File: config.mk
export PLATFORM = sky130hd
export DESIGN_NAME = ysyx_22040931_mem_arb
export DESIGN_NICKNAME = d
export VERILOG_FILES = /design/src/rtl/ysyx_22040931_mem_arb_pkg.sv /design/src/rtl/ysyx_22040931_mem_strb.sv /design/src/rtl/ysyx_22040931_mem_arb.sv
export SDC_FILE = /design/constraint.sdc
export NUM_CORES = 1
export LEC_CHECK = 0
export CORE_AREA = 5 5 166 168
export CTS_BUF_LIST = sky130_fd_sc_hd__clkbuf_4
export DETAILED_ROUTE_END_ITERATION = 8
export DIE_AREA = 0 0 171 173
export GPL_TIMING_DRIVEN = 0
export PLACE_DENSITY = 0.73
export SETUP_SLACK_MARGIN = 0.5
export SKIP_CTS_REPAIR_TIMING = 1
export SLEW_MARGIN = 0
export SYNTH_ARGS = -nofsm -noshare
export SYNTH_HDL_FRONTEND = slang
export SYNTH_SLANG_ARGS = --single-unit
File: constraint.sdc
create_clock -name clk -period 3.05 [get_ports clk]
set_clock_uncertainty 0.2 [all_clocks]
set_input_delay 0.61 -clock clk [delete_from_list [all_inputs] [get_ports clk]]
set_output_delay 0.61 -clock clk [all_outputs]
set_load 0.01 [all_outputs]
File: src/rtl/ysyx_22040931_mem_arb_pkg.sv
// Shared codes for the IF/LS memory arbiter: access sizes, bus widths,
// arbiter state encoding and request owner codes.
package ysyx_22040931_mem_arb_pkg;

    localparam int MEM_BUS  = 32;
    localparam int DATA_BUS = 64;

    localparam logic [1:0] SIZE_B = 2'd0;
    localparam logic [1:0] SIZE_H = 2'd1;
    localparam logic [1:0] SIZE_W = 2'd2;
    localparam logic [1:0] SIZE_D = 2'd3;

    typedef enum logic [1:0] {
        ST_IDLE = 2'd0,
        ST_REQ  = 2'd1,
        ST_WAIT = 2'd2,
        ST_RESP = 2'd3
    } arb_state_e;

    typedef enum logic {
        OWN_IF = 1'b0,
        OWN_LS = 1'b1
    } arb_own_e;

    function automatic logic [2:0] size_mask(input logic [1:0] size);
        return 3'((4'd1 << size) - 4'd1);
    endfunction

endpackage

File: src/rtl/ysyx_22040931_mem_strb.sv
// Byte-strobe and misalignment generator for one access
// described by size and the low address bits.
module ysyx_22040931_mem_strb
    import ysyx_22040931_mem_arb_pkg::*;
#(
    parameter int SW = 8
) (
    input  logic          wr_i,
    input  logic [1:0]    size_i,
    input  logic [2:0]    off_i,
    output logic [SW-1:0] wstrb_o,
    output logic          misal_o
);

    always_comb begin
        wstrb_o = '0;
        // Lanes beyond SW fall off, matching the truncated shift.
        for (int i = 0; i < SW; i++) begin
            wstrb_o[i] = wr_i
                && (i >= int'(off_i))
                && (i < int'(off_i) + (1 << size_i));
        end
        misal_o = |(off_i & size_mask(size_i));
    end

endmodule

File: src/rtl/ysyx_22040931_mem_arb.sv
// Single-outstanding arbiter sharing one memory port between
// instruction fetch and the load/store unit (LS has priority).
module ysyx_22040931_mem_arb
    import ysyx_22040931_mem_arb_pkg::*;
#(
    parameter int AW      = MEM_BUS,
    parameter int DW      = DATA_BUS,
    parameter int TIMEOUT = 256
) (
    input  logic            clk,
    input  logic            rst_n,
    input  logic            if_req_i,
    input  logic [AW-1:0]   if_addr_i,
    output logic            if_gnt_o,
    output logic            if_rvalid_o,
    output logic [DW-1:0]   if_rdata_o,
    output logic            if_err_o,
    input  logic            ls_req_i,
    input  logic            ls_wr_i,
    input  logic [1:0]      ls_size_i,
    input  logic [AW-1:0]   ls_addr_i,
    input  logic [DW-1:0]   ls_wdata_i,
    output logic            ls_gnt_o,
    output logic            ls_rvalid_o,
    output logic [DW-1:0]   ls_rdata_o,
    output logic            ls_err_o,
    output logic            mem_req_o,
    output logic            mem_wr_o,
    output logic [AW-1:0]   mem_addr_o,
    output logic [DW-1:0]   mem_wdata_o,
    output logic [DW/8-1:0] mem_wstrb_o,
    input  logic            mem_ready_i,
    input  logic            mem_rvalid_i,
    input  logic [DW-1:0]   mem_rdata_i,
    output logic            busy_o
);

    localparam int SW = DW / 8;
    localparam int CW = (TIMEOUT > 1) ? $clog2(TIMEOUT) : 1;

    arb_state_e      state_q, state_d;
    arb_own_e        own_q;
    logic [AW-1:0]   addr_q;
    logic            wr_q;
    logic [DW-1:0]   wdata_q;
    logic [SW-1:0]   strb_q;
    logic [DW-1:0]   rdata_q;
    logic            err_q;
    logic [CW-1:0]   cnt_q;

    logic            any_req;
    logic            sel_wr;
    logic [1:0]      sel_size;
    logic [2:0]      sel_off;
    logic [SW-1:0]   sel_strb;
    logic            sel_misal;
    logic            done;
    logic            tmo;
    logic            tmo_hit;

    // IF always fetches an aligned doubleword read.
    assign any_req  = ls_req_i | if_req_i;
    assign sel_wr   = ls_req_i & ls_wr_i;
    assign sel_size = ls_req_i ? ls_size_i : SIZE_D;
    assign sel_off  = ls_req_i ? ls_addr_i[2:0] : 3'd0;

    ysyx_22040931_mem_strb #(
        .SW(SW)
    ) u_strb (
        .wr_i    (sel_wr),
        .size_i  (sel_size),
        .off_i   (sel_off),
        .wstrb_o (sel_strb),
        .misal_o (sel_misal)
    );

    assign tmo_hit = (TIMEOUT != 0) && (cnt_q == CW'(TIMEOUT - 1));
    assign done = ((state_q == ST_REQ) && mem_ready_i && mem_rvalid_i)
               || ((state_q == ST_WAIT) && mem_rvalid_i);
    assign tmo  = ((state_q == ST_REQ) || (state_q == ST_WAIT))
               && !done && tmo_hit;

    always_ff @(posedge clk or negedge rst_n) begin
        if (!rst_n) begin
            state_q <= ST_IDLE;
        end else begin
            state_q <= state_d;
        end
    end

    always_comb begin
        state_d = state_q;
        unique case (state_q)
            ST_IDLE: begin
                if (ls_req_i) begin
                    state_d = sel_misal ? ST_RESP : ST_REQ;
                end else if (if_req_i) begin
                    state_d = ST_REQ;
                end
            end
            ST_REQ: begin
                if (done || tmo) begin
                    state_d = ST_RESP;
                end else if (mem_ready_i) begin
                    state_d = ST_WAIT;
                end
            end
            ST_WAIT: begin
                if (done || tmo) begin
                    state_d = ST_RESP;
                end
            end
            ST_RESP: state_d = ST_IDLE;
            default: state_d = ST_IDLE;
        endcase
    end

    always_ff @(posedge clk or negedge rst_n) begin
        if (!rst_n) begin
            own_q   <= OWN_IF;
            addr_q  <= '0;
            wr_q    <= 1'b0;
            wdata_q <= '0;
            strb_q  <= '0;
            rdata_q <= '0;
            err_q   <= 1'b0;
            cnt_q   <= '0;
        end else begin
            if ((state_q == ST_IDLE) && any_req) begin
                own_q   <= ls_req_i ? OWN_LS : OWN_IF;
                addr_q  <= ls_req_i ? ls_addr_i : (if_addr_i & ~AW'(7));
                wr_q    <= sel_wr;
                wdata_q <= ls_req_i ? ls_wdata_i : '0;
                strb_q  <= sel_strb;
                rdata_q <= '0;
                err_q   <= ls_req_i & sel_misal;
                cnt_q   <= '0;
            end else if (done) begin
                rdata_q <= mem_rdata_i;
                err_q   <= 1'b0;
            end else if (tmo) begin
                rdata_q <= '0;
                err_q   <= 1'b1;
            end
            if ((state_q == ST_REQ) || (state_q == ST_WAIT)) begin
                cnt_q <= cnt_q + CW'(1);
            end
        end
    end

    always_comb begin
        if_gnt_o    = 1'b0;
        if_rvalid_o = 1'b0;
        if_rdata_o  = '0;
        if_err_o    = 1'b0;
        ls_gnt_o    = 1'b0;
        ls_rvalid_o = 1'b0;
        ls_rdata_o  = '0;
        ls_err_o    = 1'b0;
        mem_req_o   = (state_q == ST_REQ);
        mem_wr_o    = mem_req_o & wr_q;
        mem_addr_o  = addr_q;
        mem_wdata_o = wdata_q;
        mem_wstrb_o = mem_req_o ? strb_q : '0;
        busy_o      = (state_q != ST_IDLE);
        if (mem_req_o && mem_ready_i) begin
            if (own_q == OWN_LS) ls_gnt_o = 1'b1;
            else                 if_gnt_o = 1'b1;
        end
        if (state_q == ST_RESP) begin
            if (own_q == OWN_LS) begin
                ls_rvalid_o = 1'b1;
                ls_rdata_o  = rdata_q;
                ls_err_o    = err_q;
            end else begin
                if_rvalid_o = 1'b1;
                if_rdata_o  = rdata_q;
                if_err_o    = err_q;
            end
        end
    end

endmodule

## After elaboration in Yosys (flattened, before gate mapping)

Index checks and enable logic that the tools add are counted.

- Flip-flop bits (word level): 181
- Output and inout bits: 241
- Input bits: 201
- Word-level logic and storage cells: 107

- Eq/ne operators: 7
- Order comparisons: 15
- Reductions and logical operators: 31
- Bitwise logic cells: 5
- Shift operators: 2
- Add/subtract/negate cells: 3
- Muxes and demuxes: 35

Operator list:

| cell | number |
|---|---|
| 2-to-1 mux 64 bit | 8 |
| < comparator 4 x 32 -> 1 bit (first input constant) | 4 |
| < comparator 3 x 32 -> 1 bit (first input constant) | 2 |
| adder 4 x 32 -> 32 bit | 1 |
| < comparator 1 x 32 -> 1 bit (first input constant) | 1 |
| < comparator 2 x 32 -> 1 bit (first input constant) | 1 |
| 2-to-1 mux 32 bit | 1 |
| left shift 1 x 2 -> 32 bit (first input constant) | 1 |
| 2-to-1 mux 8 bit | 3 |
| logical AND 1 bit | 21 |
| 2-to-1 mux 1 bit | 14 |
| 2-to-1 mux 2 bit | 7 |
| greater-or-equal comparator 3 bit (first input constant) | 3 |
| adder 8 x 1 -> 8 bit (second input constant) | 1 |
| equality test 8 bit (second input constant) | 1 |
| one-hot mux 2 bit (4 select lines) | 1 |
| greater-or-equal comparator 1 x 3 -> 1 bit (first input constant) | 2 |
| greater-or-equal comparator 2 x 3 -> 1 bit (first input constant) | 2 |
| equality test 2 bit (second input constant) | 2 |
| nonzero test 2 bit | 2 |
| bitwise AND 1 bit | 3 |
| bitwise AND 3 bit | 1 |
| logical OR 1 bit | 3 |
| 2-to-1 mux 3 bit | 1 |
| 12 further kinds | 12 |

## Depth between registers and ports, before layout

- Depth after elaboration: 10
- Gate-level depth with buffers: 10
- Depth with buffers taken out: 9

## Hierarchy

From an unflattened synthesis, not the netlist that was laid out.

- Cell total of the unflattened synthesis: 727
- Area total of the unflattened synthesis: 8259.2 µm²

Modules (own cells, without submodules):

| module | cells each | instances | sequential area each (µm²) | area an instance (µm²) |
|---|---|---|---|---|
| ysyx_22040931_mem_arb | 688 | 1 | 4529.3 | 7976.4 |
| ysyx_22040931_mem_strb | 39 | 1 | 0.0 | 282.8 |

## Worst setup path after synthesis

No wires, ideal clock.

- Path kind: input to register
- Start: in ls_req_i
- End: reg strb_q[6]
- Setup time: 0.095 ns
- Arrival time: 2.696 ns
- Path buffers: 2
- Slack: 0.058 ns
- Data required time: 2.755 ns
- Cell stages on the path: 10
- Cell sequence: buf_2 > buf_1 > nor3b_1 > ha_1 > ha_1 > nand3b_1 > a31oi_1 > a211o_1 > a2bb2oi_1 > o31ai_1

- Cells in the longest elaborated chain, start to end: 5
- Elaborated cells between the ends (all ways): 11
- Those cells by class: add/sub (1); order compare (2); shift (1); mux (2); bitwise (2); reduce/logical (3)

Ends and longest elaborated chain:

| item | line | RTL |
|---|---|---|
| start, declared | ysyx_22040931_mem_arb.sv:18 | `input logic ls_req_i,` |
| 2-to-1 mux 2 bit | ysyx_22040931_mem_arb.sv:64 | `assign sel_size = ls_req_i ? ls_size_i : SIZE_D;` |
| left shift 1 x 2 -> 32 bit | ysyx_22040931_mem_strb.sv:21 | `&& (i < int'(off_i) + (1 << size_i));` |
| adder 4 x 32 -> 32 bit | ysyx_22040931_mem_strb.sv:21 |  |
| < comparator 4 x 32 -> 1 bit | ysyx_22040931_mem_strb.sv:21 |  |
| logical AND 1 bit | ysyx_22040931_mem_strb.sv:21 |  |
| end signal, assigned | ysyx_22040931_mem_arb.sv:134 | `strb_q <= sel_strb;` |
| end, declared | ysyx_22040931_mem_arb.sv:46 | `logic [SW-1:0] strb_q;` |

Several ways; a longest one is shown, not always the timed one.
A chain may end at the register's enable or synchronous reset.

## Worst setup path after layout

- Start: in ls_size_i[1]
- End: reg strb_q[6]

- Cells in the longest elaborated chain, start to end: 5

Ends and longest elaborated chain:

| item | line | RTL |
|---|---|---|
| start, declared | ysyx_22040931_mem_arb.sv:20 | `input logic [1:0] ls_size_i,` |
| 2-to-1 mux 2 bit | ysyx_22040931_mem_arb.sv:64 |  |
| left shift 1 x 2 -> 32 bit | ysyx_22040931_mem_strb.sv:21 |  |
| adder 4 x 32 -> 32 bit | ysyx_22040931_mem_strb.sv:21 |  |
| < comparator 4 x 32 -> 1 bit | ysyx_22040931_mem_strb.sv:21 |  |
| logical AND 1 bit | ysyx_22040931_mem_strb.sv:21 |  |

Every way passes these cells.

==> impl_results.md <==
* Crit path kind: in2reg
* Core area at 25800 µm²
* Final Util at 52.5%
* Clk_lat worst skew at 0.55 ns
* Design Area, Final at 13500 µm²
* Clock sink count at 181
* Routed wire length per instance at 20.2 µm
* Net Sw Frac at between 40 and 50%
* Total Routing Usage GR at 20.4%
* Slew margin rel. at between 40 and 50%
* FF+latch count, synth at around 180
* Setup TNS at 0 ns
* Largest net degree at the start of global routing at 104
* Post-synth EDFFs at 0
* Critical path arrival at 3.12 ns
* Comb power frac at around half
* Starting Density at 32.1%
* Number of global-route vias before repair at 8062
* Total CTS buffers at 17
* Pwr dens at 824 nW/µm²
* Ys async rst share at 100%
* Max VDD drop at 0.000484 V
* Synth unique cells at 47
* Vias/cell at 4.93
* Area grow syn2layout at 63.5%
* CP max FO at 10
* Depth of the CTS H-tree at 4
* Final max-slew violation count at 0
* Clock transition at path regs at 0.16 ns
* Placed insts at 1524
* Max cap viols at 0
* Cell-internal power at 6680 µW
* ANT nets after route at 0
* Status: finished clean
* Via count at roughly 7700
* Clock root buffer: clkbuf_4
* Hold Path Origin: cnt_q[7]
* Gp weighted congestion at around 0.85
* First-pass DRT Iterations at 4
* CP startpoint kind: input port
* Synth Warn # at 0
* Crit-path slowest cell: clkdlybuf4s50_1
* Initial DRC count at 411
* IO Pins at 442
* Gate Count Post-Synth at 750
* Fin. Hold Viols at 0
* Area of the multi-input gates at 3550 µm²
* Final worst path period share at 94.3%
* Register area at 4530 µm²
* Row count at roughly 60
* Worst hold path type: reg2reg
* Die width at 171 µm
* Reg2reg start: state_q[0]
* Worst Hold End: cnt_q[7]
* IO Port Bufs at 438
* Leak pwr at 0.00722 µW
* Cell area after placement at between 10000 and 15000 µm²
* CP max stage delay at 0.56 ns
* CTS tree: yes
* Sequential element share of the synthesized area at around 55%
* Worst-margin pin slew at 0.811 ns
* Post-synthesis cell area at 8270 µm²
* Worst path required time at roughly 3.3 ns
* First-pass GRT wire length at 47400 µm
* Post-Layout Cell Count at 1569
* RSZ-0062 raised after global routing: true
* Detail Placement HPWL at 24600 µm
* Crit end category: flop
* Switch Pwr at approximately 4500 µW
* Initial antenna violation count at 2
* Clk network pwr share at 13.6%
* Min-Delay Path Depth at 1
* Longest Clk Path Bufs at 2
* Die ar. at between 20000 and 30000 µm²
* Reg2reg setup slack at 0.39 ns
* Die height at between 150 and 200 µm
* R2R depth at 8
* # setup viols final at 0
* Drc violations at 0
* Commonest non-fill, non-tap cell in the layout: clkdlybuf4s50_1
* Seq pwr share at 37.9%
* FILL cells at 2373
* Top FF cell, synth: dfrtp_1
* GR Overflow Total at 0
* Max frequency at 348 MHz
* Reg2reg end: rdata_q[25]
* Crit path cell chain: clkdlybuf4s50_1 > buf_2 > nand2b_4 > xnor2_1 > and2_1 > ha_4 > or3_1 > a31oi_1 > a211o_1 > a2bb2oi_1 > o31ai_1
* Syn Nets at between 900 and 1000
* Routed wire length at approximately 32000 µm
* Minimum clock period at 2.88 ns
* Layout cells sized above 1 at 16.4%
* Most frequent cells in the layout: clkdlybuf4s50_1, dfrtp_1, a22o_1
* Nets at 1430
* Avg Cell Area, Syn at 11.0 µm²
-- per-stage QoR --
stage | hold WS [ns] | setup WS (ns) | total power, µW
3_3_place_gp | 0.262 | -6.38 | 9360
2_1_floorplan | 0.114 | 0.467 | 6610
6_report | 0.295 | 0.173 | 11100
4_1_cts | -0.196 | -1.06 | 11000
3_5_place_dp | 0.267 | -0.500 | 9470
5_1_grt | 0.321 | 0.122 | 11900
-- metal layers --
metal | up-vias | wire [µm] | GRT usage, % | share of wire, %
met1 | 3715 | 12000 | 22.9 | 38
met4 | 2 | 647 | 6.70 | 2.0
met3 | 38 | 2830 | 6.26 | 8.9
li1 | 3662 | - | - | -
met2 | 316 | 16200 | 36.5 | 51
met5 | - | 13 | 0 | 0.041
-- critical path, delay by kind of cell --
family | cells | cell delay, ns
buffers and inverters | 2 | 0.82
AO/OA/AOI/OAI | 4 | 0.80
AND/OR/NAND/NOR | 3 | 0.64
adder cells (fa/ha/maj) | 1 | 0.18
XOR/XNOR | 1 | 0.05
-- flip-flops by register name (all words and copies together) (netlist names) --
name and cells:
mem_wdata_o 64, mem_addr_o 32, cnt_q 8, own_q 1
wr_q 1, strb_q 8, rdata_q 64, state_q 2
err_q 1
-- Yosys cell counts, drive strengths merged, types with 2 or more instances --
cell type | count | area share [%]
o31ai | 3 | 0.27
o21ai | 43 | 2.6
a211o | 3 | 0.32
inv | 9 | 0.41
nand3b | 2 | 0.18
and2 | 79 | 6.0
a31oi | 3 | 0.23
nor4bb | 2 | 0.24
dfrtp | 181 | 55
clkbuf | 47 | 2.1
a21o | 2 | 0.18
a22o | 131 | 14
mux2i | 31 | 3.8
buf | 20 | 1.1
nand2 | 58 | 2.6
ha | 9 | 1.4
a211oi | 3 | 0.33
a41oi | 2 | 0.21
nand2b | 5 | 0.38
nor2b | 2 | 0.15
and3 | 68 | 5.1
a2bb2oi | 2 | 0.21
nand3 | 8 | 0.48
nor2 | 8 | 0.36
a21oi | 8 | 0.48
xnor2 | 4 | 0.42
-- area by class of cell --
cell class	instances	share of cell area [%]
sequential	181	33.5
buffer	67	3.23
multi-input combinational	493	26.2
clock buffer	17	0.944
tap	335	3.10
timing repair buffer	451	31.1
clock inverter	15	1.56
inverter	9	0.250
antenna	1	0.0185
-- how the worst max path moves through the flow --
| stage | endpoint | from |
|---|---|---|
| 3_5_place_dp | strb_q[6] | ls_addr_i[1] |
| 5_1_grt | if_rdata_o[52] | state_q[1] |
| 4_1_cts | if_rdata_o[48] | state_q[1] |
| 3_3_place_gp | rdata_q[3] | rst_n |
| 2_1_floorplan | strb_q[6] | ls_req_i |
| 6_report | strb_q[6] | ls_size_i[1] |
-- logic make-up after synthesis --
group                    Yosys count  share of synthesized area (%)
adder cells (fa/ha/maj)            9                           1.36
multiplexers                      31                           3.75
XOR/XNOR                           5                          0.530
AND/OR/NAND/NOR                  239                           16.2
AO/OA/AOI/OAI                    209                           19.7
flip-flops                       181                           54.8
buffers and inverters             76                           3.66
-- power groups by stage --
stage	Combinational (µW)	Clock, µW	Sequential, µW
after global placement	5140	0	4220
after global routing	5860	1680	4360
after floorplan	2310	0	4290
after detailed placement	5220	0	4250
after CTS	5230	1590	4210
final	5400	1520	4230
No activity file was read; power rests on OpenSTA's default activity.
==> RTL edit (same settings) <==
Re-encode `arb_state_e` (4 states) as one-hot, 4 bits wide.
--- a/src/rtl/ysyx_22040931_mem_arb_pkg.sv
+++ b/src/rtl/ysyx_22040931_mem_arb_pkg.sv
@@ -12,7 +12,7 @@
 
-    typedef enum logic [1:0] {
-        ST_IDLE = 2'd0,
-        ST_REQ  = 2'd1,
-        ST_WAIT = 2'd2,
-        ST_RESP = 2'd3
+    typedef enum logic [3:0] {
+        ST_IDLE = 4'b0001,
+        ST_REQ  = 4'b0010,
+        ST_WAIT = 4'b0100,
+        ST_RESP = 4'b1000
     } arb_state_e;
Formal check against the unedited RTL: same outputs for any inputs over 4 cycles, from zero or initial values and one cycle with rst_n low; so few cycles prove little.
==> RTL edit against the unedited design <==
The run now ends with negative setup slack left. Cell area up 6.9%. Total power down 13%. Worst setup slack worse by 0.27 ns. Non-clock buffer count up 28. Critical path type is now reg -> out. Count of clock-buffer cells in the layout unchanged. Sequential cell count up 2. Critical endpoint is now ls_rdata_o[29]. Hold slack worse by 0.029 ns. Maximum frequency down 8.5%. Synthesized area up 0.83%. Wire length up 3.5%.
==> RTL edit: results (changes against the unedited design) <==
| Metric | Value |
|---|---|
| First-pass GRT wire length | `45800 um (-3.4%)` |
| DP Cell Count | `1518 (-0.39%)` |
| Residual DRC count | `0 (unchanged)` |
| Slowest-stage cell, CP | `dfrtp_2` |
| Vias per cell | `4.96 (+0.69%)` |
| Area taken by multi-input logic gates | `3770 um2 (+6.2%)` |
| Internal power | `5.98 mW (-11%)` |
| VDD IR max | `0.453 mV (-6.3%)` |
| Layout cells sized above 1 | `0.301 (+0.137)` |
| Clk buf depth | `2 (unchanged)` |
| Critical path fanouts, max | `10 (unchanged)` |
| DP Area | `13200 um2 (+0.41%)` |
| Failing checks | `negative setup slack` |
| # fillers | `2241 (-5.6%)` |
| Cells taking the most area after synthesis | `dfrtp_1 (55%), a22o_1 (14%), and2_1 (11%), mux2i_1 (3.5%), o21ai_0 (2.5%)` |
| Syn Nets | `951 (-0.94%)` |
| Post-synth cell types | `50 (+6.4%)` |
| Reg power frac | `0.405 (+0.026)` |
| Comb pwr share | `0.450 (-0.034)` |
| Dpl ws | `-0.586 ns (-0.0861 ns)` |
| Post-Route WL | `32800 um (+3.5%)` |
| Static Leak | `6.84 nW (-5.2%)` |
| TritonRoute pass-1 iters | `6 (+2)` |
| Setup slack after layout | `-0.0955 ns (-0.268 ns)` |
| Mean Syn Cell Area | `11.2 um2 (+1.5%)` |
| Slew headroom | `0.560 (+0.101)` |
| Worst hold path endpoint | `mem_addr_o[0]` |
| Hold_sp | `ls_addr_i[0]` |
| Num CTS Buffers | `17 (unchanged)` |
| Setup violators final | `52 (+52)` |
| Iter 0 DRT Violations | `522 (+27%)` |
| Vias after detailed routing | `7930 (+2.5%)` |
| Sequential logic power | `3.91 mW (-7.6%)` |
| Crit Reg-Reg Startpoint | `state_q[0]` |
| HPWL after DPL | `24100 um (-2.2%)` |
| Largest net degree at the start of global routing | `103 (-0.96%)` |
| Setup slack, reg-to-reg | `0.60 ns (+0.21 ns)` |
| Clock transition at path regs | `0.16 ns (about the same)` |
| Outcome | `complete, but fails checks` |
| GP Congestion | `0.822 (-2.7%)` |
| Synth Flop Type | `dfrtp_1` |
| Slowest cell delay on critical path | `0.45 ns (-0.11 ns)` |
| Crit path max-delay family | `buffers and inverters` |
| Seq/Total Area, Yosys | `0.549 (+0.00163)` |
| WHS | `0.266 ns (-0.0289 ns)` |
| Capturing point of the worst reg2reg path | `err_q` |
| Vias in the first global route | `7861 (-2.5%)` |
| Most frequent cells after synthesis | `dfrtp_1 (182), and2_1 (145), a22o_1 (132)` |
| Hold crit path type | `in -> reg` |
| Total negative slack | `-2.73 ns (-2.73 ns)` |
| CP arrival | `2.34 ns (-0.78 ns)` |
| Total track usage | `0.197 (-0.00682)` |
| Hold path depth | `2 (+1)` |
| Initial antenna violation count | `3 (+1)` |
| PortBufs | `437 (-0.23%)` |
| Clock root buffer master | `clkbuf_4` |
## RTL edit: changes by cell type after synthesis, sizes merged, moves of 4 or more
cell,delta
and2,+67
and3,-64
buf,+5
clkbuf,-10
ha,-4
nand2,-4
nand3,-5
o211ai,+4
## RTL edit: worst reg2reg max path, cell delays in order (launching register included)
cell and delay, ns:
dfstp_2 0.68, nor4b_4 0.31, buf_4 0.20, and2_1 0.14, buf_2 0.18, clkbuf_4 0.26, nand2_1 0.16, o21a_1 0.15
a21oi_1 0.12
## RTL edit: final cells by class
cell class	instances	share of cell area
repair buffers	484	0.335
flip-flops and latches	183	0.317
multi-input cells	494	0.261
plain buffers	62	0.0351
well taps	335	0.0290
clock inverters	15	0.0126
clock buffers	17	0.00883
inverters	6	0.00156
diodes	2	0.000346
## RTL edit: how the worst max path moves through the flow
| stage | start | endpoint | slack, ns | cells past startpoint |
|---|---|---|---|---|
| floorplan | ls_req_i | strb_q[2] | 0.35 | 11 |
| global placement | rst_n | rdata_q[32] | -6.45 | 1 |
| detailed placement | state_q[2] | ls_rdata_o[17] | -0.59 | 6 |
| CTS | state_q[2] | ls_rdata_o[17] | -1.28 | 6 |
| global route | state_q[2] | ls_rdata_o[29] | -0.27 | 9 |
| finish | state_q[2] | ls_rdata_o[29] | -0.1 | 9 |
## RTL edit: cells by family after synthesis
logic type,synth area share
buffers and inverters,0.0384
muxes,0.0348
xor gates and xnor gates,0.00420
and+or+nand+nor,0.169
DFF,0.549
AOI/OAI and AO/OA,0.196
adders and majority gates,0.00750
## RTL edit: layer usage
metal	up-vias	part of all wire	global-route usage
met5	-	0.00021	0
met2	390	0.51	0.337
met1	3801	0.36	0.228
li1	3668	-	-
met3	69	0.092	0.0626
met4	2	0.039	0.0796
